### src/rtl/uart_prog_loader_if.sv
// Byte-stream input and instruction-memory write port of the UART program loader.
// The loader takes the slave side; whatever feeds it bytes and watches the
// memory/control outputs takes the master side.
interface uart_prog_loader_if #(
    parameter int unsigned ADDR_W = 32
);
    logic [7:0]        rx_data;
    logic              rx_valid;
    logic              mem_we;
    logic [ADDR_W-1:0] mem_addr;
    logic [31:0]       mem_wdata;
    logic              loading;
    logic              load_done;
    logic              load_err;

    modport slave (
        input  rx_data,
        input  rx_valid,
        output mem_we,
        output mem_addr,
        output mem_wdata,
        output loading,
        output load_done,
        output load_err
    );

    modport master (
        output rx_data,
        output rx_valid,
        input  mem_we,
        input  mem_addr,
        input  mem_wdata,
        input  loading,
        input  load_done,
        input  load_err
    );
endinterface

### src/rtl/uart_prog_loader.sv
// UART program loader: decodes a length-prefixed frame of little-endian words
// from the UART byte stream, writes each word into instruction memory and keeps
// the core in reset until the whole program has been written.
module uart_prog_loader #(
    parameter int unsigned       ADDR_W         = 32,
    parameter logic [ADDR_W-1:0] BASE_ADDR      = '0,
    parameter int unsigned       MAX_WORDS      = 1024,
    parameter int unsigned       TIMEOUT_CYCLES = 1_000_000
) (
    input  logic                clk,
    input  logic                rst,
    uart_prog_loader_if.slave   bus
);

    localparam logic [1:0] S_LEN  = 2'd0;
    localparam logic [1:0] S_WORD = 2'd1;
    localparam logic [1:0] S_DONE = 2'd2;
    localparam logic [1:0] S_ERR  = 2'd3;

    // The idle counter only ever needs to hold TIMEOUT_CYCLES-1.
    localparam int unsigned      TMO_W    = (TIMEOUT_CYCLES > 1) ? $clog2(TIMEOUT_CYCLES) : 1;
    localparam logic [TMO_W-1:0] TMO_LAST = TMO_W'(TIMEOUT_CYCLES - 1);
    localparam logic [31:0]      MAX_LEN  = 32'(MAX_WORDS);

    logic [1:0]        state_q,     state_d;
    logic [1:0]        byte_idx_q,  byte_idx_d;
    logic [31:0]       asm_q,       asm_d;
    logic [31:0]       len_q,       len_d;
    logic [31:0]       word_idx_q,  word_idx_d;
    logic [TMO_W-1:0]  tmo_q,       tmo_d;
    logic              mem_we_q,    mem_we_d;
    logic [ADDR_W-1:0] mem_addr_q,  mem_addr_d;
    logic [31:0]       mem_wdata_q, mem_wdata_d;
    logic              loading_q,   loading_d;
    logic              load_done_q, load_done_d;
    logic              load_err_q,  load_err_d;

    logic              accept;
    logic              mid_frame;
    logic [31:0]       word_off;

    // Next-state logic: byte assembly, frame decode, word writes and idle timeout.
    always_comb begin
        state_d     = state_q;
        byte_idx_d  = byte_idx_q;
        asm_d       = asm_q;
        len_d       = len_q;
        word_idx_d  = word_idx_q;
        tmo_d       = tmo_q;
        mem_we_d    = 1'b0;
        mem_addr_d  = mem_addr_q;
        mem_wdata_d = mem_wdata_q;
        loading_d   = loading_q;
        load_done_d = 1'b0;
        load_err_d  = load_err_q;
        word_off    = word_idx_q << 2;

        accept    = bus.rx_valid && ((state_q == S_LEN) || (state_q == S_WORD));
        mid_frame = ((state_q == S_LEN) && (byte_idx_q != 2'd0)) || (state_q == S_WORD);

        if (accept) begin
            // Byte k of a group lands in bits [8k+7:8k]; asm_d holds the full group on byte 3.
            asm_d[{byte_idx_q, 3'b000} +: 8] = bus.rx_data;
            byte_idx_d = byte_idx_q + 2'd1;
            tmo_d      = '0;
            if (byte_idx_q == 2'd3) begin
                if (state_q == S_LEN) begin
                    len_d      = asm_d;
                    word_idx_d = '0;
                    if (asm_d == 32'd0) begin
                        // An empty program completes immediately without any write.
                        state_d     = S_DONE;
                        load_done_d = 1'b1;
                        loading_d   = 1'b0;
                    end else if (asm_d > MAX_LEN) begin
                        state_d    = S_ERR;
                        load_err_d = 1'b1;
                    end else begin
                        state_d = S_WORD;
                    end
                end else begin
                    mem_we_d    = 1'b1;
                    mem_addr_d  = BASE_ADDR + ADDR_W'(word_off);
                    mem_wdata_d = asm_d;
                    word_idx_d  = word_idx_q + 32'd1;
                    if (word_idx_q == len_q - 32'd1) begin
                        state_d = S_DONE;
                    end
                end
            end
        end else if (mid_frame) begin
            if (tmo_q == TMO_LAST) begin
                // Stalled frame: drop it and wait for a fresh length prefix.
                state_d    = S_LEN;
                byte_idx_d = 2'd0;
                word_idx_d = '0;
                tmo_d      = '0;
            end else begin
                tmo_d = tmo_q + 1'b1;
            end
        end else begin
            tmo_d = '0;
        end

        // First cycle in S_DONE after the final write: pulse done and release the core.
        if ((state_q == S_DONE) && loading_q) begin
            load_done_d = 1'b1;
            loading_d   = 1'b0;
        end
    end

    // State and output registers; reset aborts any frame in progress immediately.
    always_ff @(posedge clk or posedge rst) begin
        if (rst) begin
            state_q     <= S_LEN;
            byte_idx_q  <= 2'd0;
            asm_q       <= '0;
            len_q       <= '0;
            word_idx_q  <= '0;
            tmo_q       <= '0;
            mem_we_q    <= 1'b0;
            mem_addr_q  <= '0;
            mem_wdata_q <= '0;
            loading_q   <= 1'b1;
            load_done_q <= 1'b0;
            load_err_q  <= 1'b0;
        end else begin
            state_q     <= state_d;
            byte_idx_q  <= byte_idx_d;
            asm_q       <= asm_d;
            len_q       <= len_d;
            word_idx_q  <= word_idx_d;
            tmo_q       <= tmo_d;
            mem_we_q    <= mem_we_d;
            mem_addr_q  <= mem_addr_d;
            mem_wdata_q <= mem_wdata_d;
            loading_q   <= loading_d;
            load_done_q <= load_done_d;
            load_err_q  <= load_err_d;
        end
    end

    assign bus.mem_we    = mem_we_q;
    assign bus.mem_addr  = mem_addr_q;
    assign bus.mem_wdata = mem_wdata_q;
    assign bus.loading   = loading_q;
    assign bus.load_done = load_done_q;
    assign bus.load_err  = load_err_q;

endmodule

### src/flat_wrapper.sv
// flat-port wrapper written by rule: the top's interface ports become plain ports
module uart_prog_loader_flat 
#(
    parameter int unsigned       ADDR_W         = 32,
    parameter logic [ADDR_W-1:0] BASE_ADDR      = '0,
    parameter int unsigned       MAX_WORDS      = 1024,
    parameter int unsigned       TIMEOUT_CYCLES = 1_000_000
)
  (clk, rst, bus_rx_data, bus_rx_valid, bus_mem_we, bus_mem_addr, bus_mem_wdata, bus_loading, bus_load_done, bus_load_err);
  uart_prog_loader_if #(.ADDR_W(ADDR_W)) bus_i ();
  input  logic clk;
  input  logic rst;
  input wire logic [$bits(bus_i.rx_data)-1:0] bus_rx_data;
  input wire logic [$bits(bus_i.rx_valid)-1:0] bus_rx_valid;
  output wire logic [$bits(bus_i.mem_we)-1:0] bus_mem_we;
  output wire logic [$bits(bus_i.mem_addr)-1:0] bus_mem_addr;
  output wire logic [$bits(bus_i.mem_wdata)-1:0] bus_mem_wdata;
  output wire logic [$bits(bus_i.loading)-1:0] bus_loading;
  output wire logic [$bits(bus_i.load_done)-1:0] bus_load_done;
  output wire logic [$bits(bus_i.load_err)-1:0] bus_load_err;
  assign bus_i.rx_data = bus_rx_data;
  assign bus_i.rx_valid = bus_rx_valid;
  assign bus_mem_we = bus_i.mem_we;
  assign bus_mem_addr = bus_i.mem_addr;
  assign bus_mem_wdata = bus_i.mem_wdata;
  assign bus_loading = bus_i.loading;
  assign bus_load_done = bus_i.load_done;
  assign bus_load_err = bus_i.load_err;
  uart_prog_loader #(.ADDR_W(ADDR_W), .BASE_ADDR(BASE_ADDR), .MAX_WORDS(MAX_WORDS), .TIMEOUT_CYCLES(TIMEOUT_CYCLES)) u_core (.clk(clk), .rst(rst), .bus(bus_i));
endmodule
### config.mk
export PLATFORM = sky130hd
export DESIGN_NAME = uart_prog_loader_flat
export DESIGN_NICKNAME = d
export VERILOG_FILES = /design/src/rtl/uart_prog_loader_if.sv /design/src/rtl/uart_prog_loader.sv /design/src/flat_wrapper.sv
export SDC_FILE = /design/constraint.sdc
export NUM_CORES = 1
export LEC_CHECK = 0
export CORE_ASPECT_RATIO = 0.8
export CORE_MARGIN = 2
export CORE_UTILIZATION = 33
export CTS_BUF_LIST = sky130_fd_sc_hd__clkbuf_8
export CTS_CLUSTER_DIAMETER = 200
export CTS_CLUSTER_SIZE = 20
export DETAILED_ROUTE_END_ITERATION = 12
export MAX_ROUTING_LAYER = met4
export REMOVE_ABC_BUFFERS = 1
export SKIP_LAST_GASP = 1
export SYNTH_ARGS = -nofsm -noshare
export SYNTH_HDL_FRONTEND = slang
export SYNTH_SLANG_ARGS = --single-unit
### constraint.sdc
create_clock -name clk -period 9 [get_ports clk]
set_clock_uncertainty 0.1 [all_clocks]
set_input_delay 1.35 -clock clk [delete_from_list [all_inputs] [get_ports clk]]
set_output_delay 1.35 -clock clk [all_outputs]
set_load 0.05 [all_outputs]
==> summary.md <==
| Metric | Value |
|---|---|
| Status | `finished, final reports clean` |
| Layout cells sized above 1 | `5.84%` |
| Post-synth EDFFs | `0` |
| Drt first pass iters | `8` |
| Die Ht | `154 um` |
| Max clock buf depth | `2` |
| Synthesis-to-finish area growth | `15.2%` |
| Critical path peak fanout | `57` |
| Sink Count | `186` |
| Worst Setup Start Kind | `input port` |
| Antenna diodes | `0` |
| Finished Cell Area | `10,800 um^2` |
| Count leader, synth | `dfrtp_1` |
| CTS tree | `built` |
| Worst reg-to-reg path cell count | `9` |
| Fin. Hold Viols | `0` |
| Synth cell count leaders | `dfrtp_1 (185), nand2_1 (184), nor2_1 (115)` |
| Pin count of the biggest net entering global routing | `129` |
| Gr ovfl total | `0` |
| Detailed-route via count | `7,441` |
| Top cell family by delay on the critical path | `buffers and inverters` |
| Worst relative slew slack | `20.8%` |
| Final Cycle Share | `43.5%` |
| IO Pins | `79` |
| Setup crit end kind | `flip-flop` |
| CP max stage cell | `inv_1` |
| Initial Util | `33.2%` |
| CP bufs+invs | `3` |
| LEAKAGE | `4.75 nW` |
| Number of port buffers | `76` |
| Synthesized area | `9330 um^2` |
| Hpwl dp | `16,800 um` |
| Worst endpoint required time | `9.31 ns` |
| Sequential Power Share | `58.4%` |
| Post_cts resized | `0` |
| Worst Hold End | `u_core.bus.mem_addr[15]$_DFFE_PP0P_` |
| Num CTS Buffers | `17` |
| Reg-to-reg critical path startpoint | `u_core.byte_idx_q[0]$_DFFE_PP0P_` |
| Vias/cell | `5.08` |
| Seq/Total Area, Yosys | `49.9%` |
| Worst-margin pin slew | `1.19 ns` |
| Psw | `0.385 mW` |
| Setup Viol. Count Final | `0` |
| DR WL/cell | `16.4 um` |
| Final WL | `24,000 um` |
| End of the worst register-to-register path | `u_core.state_q[1]$_DFFE_PP0P_` |
| Cell-internal power | `1.05 mW` |
| Drt drc | `0` |
| Max Slew Vio Count | `0` |
| Pwr Density | `134 nW/um^2` |
| Comb power frac | `4.2%` |
| Total GRT Usage | `17.2%` |
| Site row count | `55` |
| First-pass GRT wire length | `39,100 um` |
| Hold_sp | `u_core.bus.mem_addr[15]$_DFFE_PP0P_` |
| RSZ-0062 raised after global routing | `false` |
| Reg2reg setup slack | `5.35 ns` |
| CP Cell Sequence | `clkdlybuf4s50_1 > nor2b_2 > buf_4 > and2_1 > nand2_4 > inv_1 > nand3_1 > o21ai_0` |
| Final min period | `3.91 ns` |
| CTS H-tree depth | `4` |
| Ys Warns | `0` |
| WS Path Type | `input port to flip-flop` |
| Nets | `1,103` |
| Final Util | `38.3%` |
| Max-Cap Viols | `0` |
| Post-place instance area | `10,400 um^2` |
| Clock power frac | `37.3%` |
| Yosys reg bits | `186` |
| Synth unique cells | `66` |
| Yosys top cell area share | `49.6%` |
| GPL Wtd Cong | `0.845` |
| Max Fclk | `256 MHz` |
| Avg Synthesized Cell Area | `8.97 um^2` |
| Initial antenna violation count | `0` |
| Dominant cell type by area after synthesis | `dfrtp_1` |
| CTS Hold Buffers Added | `0` |
| Top_reg_cell synth | `dfrtp_1` |
| Die area | `29,700 um^2` |
| Post-route antenna net violation count | `0` |
| Hold Path Stages | `2` |
| Root Driver | `clkbuf_8` |
| Worst vdd ir | `97.1 uV` |
| Die width | `192 um` |
| Setup TNS | `0 ns` |
| Number of DRC markers in iteration 0 | `491` |
| Sw Share | `26.7%` |
| CORE AREA | `28,100 um^2` |
| Total setup buffers inserted after CTS | `0` |
| Async S/R FF share, synth | `100%` |
| Min-delay worst type | `flip-flop to flip-flop` |
| Synth top area cells | `dfrtp_1 (50%), nand2_1 (7.4%), nor2_1 (4.6%), o21ai_0 (4.3%), xor2_1 (3.7%)` |
| Clock transition at the registers of the reported paths | `0.10 ns` |
| Clock latency at the later pin of the worst-skew pair | `0.49 ns` |
| CP max stage delay | `0.85 ns` |
| Mapped Cells | `1,040` |
| CP Data Arrival Time | `4.22 ns` |
| Vias in the first global route | `6,897` |
## state kept, by name, indices dropped and copies added (netlist names)
name	flops
u_core.bus.load_err	1
u_core.word_idx_q	32
u_core.asm_q	32
u_core.len_q	32
u_core.byte_idx_q	2
u_core.bus.load_done	1
u_core.bus.mem_wdata	32
u_core.bus.mem_we	1
u_core.bus.mem_addr	30
u_core.state_q	2
u_core.bus.loading	1
u_core.tmo_q	20
## cell type report
class	instances	area (um^2)
clock buffer	17	234
multi-input combinational	779	4390
sequential	186	4660
tap	370	463
timing repair buffer	83	813
clock inverter	15	133
fill	2867	17300
inverter	16	67.6
## routing by layer
metal	wire length, um	track usage (%)
met5	0	-
met2	10200	24.1
met3	1140	2.97
met4	269	4.11
met1	12400	25.6
## cells by family (layout without fill, tap and decap cells)
logic type / Yosys count / count (layout) / share of synthesized area (%)
AO/OA/AOI/OAI: 217 / 217 / 13.6
XOR/XNOR: 73 / 73 / 7.00
adder cells (fa/ha/maj): 9 / 9 / 1.21
buffers and inverters: 76 / 131 / 3.31
flip-flops: 186 / 186 / 49.9
multiplexers: 3 / 3 / 0.335
other: 1 / 2 / 0.0402
AND/OR/NAND/NOR: 475 / 475 / 24.7
## worst max-delay path by stage
stage                 startpoint                                to  slack, ns  cells past startpoint
floorplan           bus_rx_valid       u_core.len_q[0]$_DFFE_PP0P_       2.05                      5
global placement    bus_rx_valid  u_core.word_idx_q[9]$_DFFE_PP0P_       4.54                      8
detailed placement  bus_rx_valid  u_core.word_idx_q[9]$_DFFE_PP0P_       4.56                      8
CTS                 bus_rx_valid  u_core.word_idx_q[9]$_DFFE_PP0P_       5.08                      8
global route        bus_rx_valid  u_core.word_idx_q[9]$_DFFE_PP0P_       4.81                      8
finish              bus_rx_valid  u_core.word_idx_q[9]$_DFFE_PP0P_       5.09                      8
## placed cells by master, fill, tap and decap left out, types with 11 or more instances in the layout
master | netlist | routed
nand4_1 | 21 | 21
xor2_1 | 39 | 39
nor4_1 | 12 | 12
a21oi_1 | 67 | 67
dfrtp_1 | 185 | 185
clkbuf_8 | 0 | 17
a31oi_1 | 20 | 20
o31ai_1 | 11 | 11
inv_1 | 16 | 15
nor2b_1 | 29 | 28
clkdlybuf4s50_1 | 0 | 76
nand3_1 | 30 | 30
nor2_1 | 115 | 115
and3_1 | 14 | 14
nand2_1 | 184 | 183
xnor2_1 | 33 | 33
o21ai_0 | 80 | 80
nor3_1 | 17 | 16
## worst reg2reg max path, cell delays in order, from the launching register on
cell and delay [ns]:
dfrtp_1 0.51, inv_1 0.18, ha_1 0.38, nor3b_1 0.96, a31oi_1 0.44, nand4_1 0.24
nor3_1 0.15, xor2_1 0.18, and3_1 0.23, o31ai_2 0.20
## power by group through the flow
stage / registers (mW) / logic (mW) / clock network (mW)
after floorplan: 0.857 / 0.0370 / 0
final: 0.841 / 0.0611 / 0.537
after global placement: 0.857 / 0.0617 / 0
after global routing: 0.842 / 0.0685 / 0.582
after detailed placement: 0.857 / 0.0621 / 0
after CTS: 0.841 / 0.0622 / 0.550
## metrics by stage
step	power (mW)	hold slack, ns	cells	setup WS (ns)
2_1_floorplan	0.894	0.342	981	2.05
3_3_place_gp	0.919	0.354	1434	4.54
3_5_place_dp	0.919	0.362	1434	4.56
4_1_cts	1.45	0.385	1466	5.08
5_1_grt	1.49	0.398	1466	4.81
6_report	1.44	0.379	1466	5.09
No activity file was read; power rests on OpenSTA's default activity.
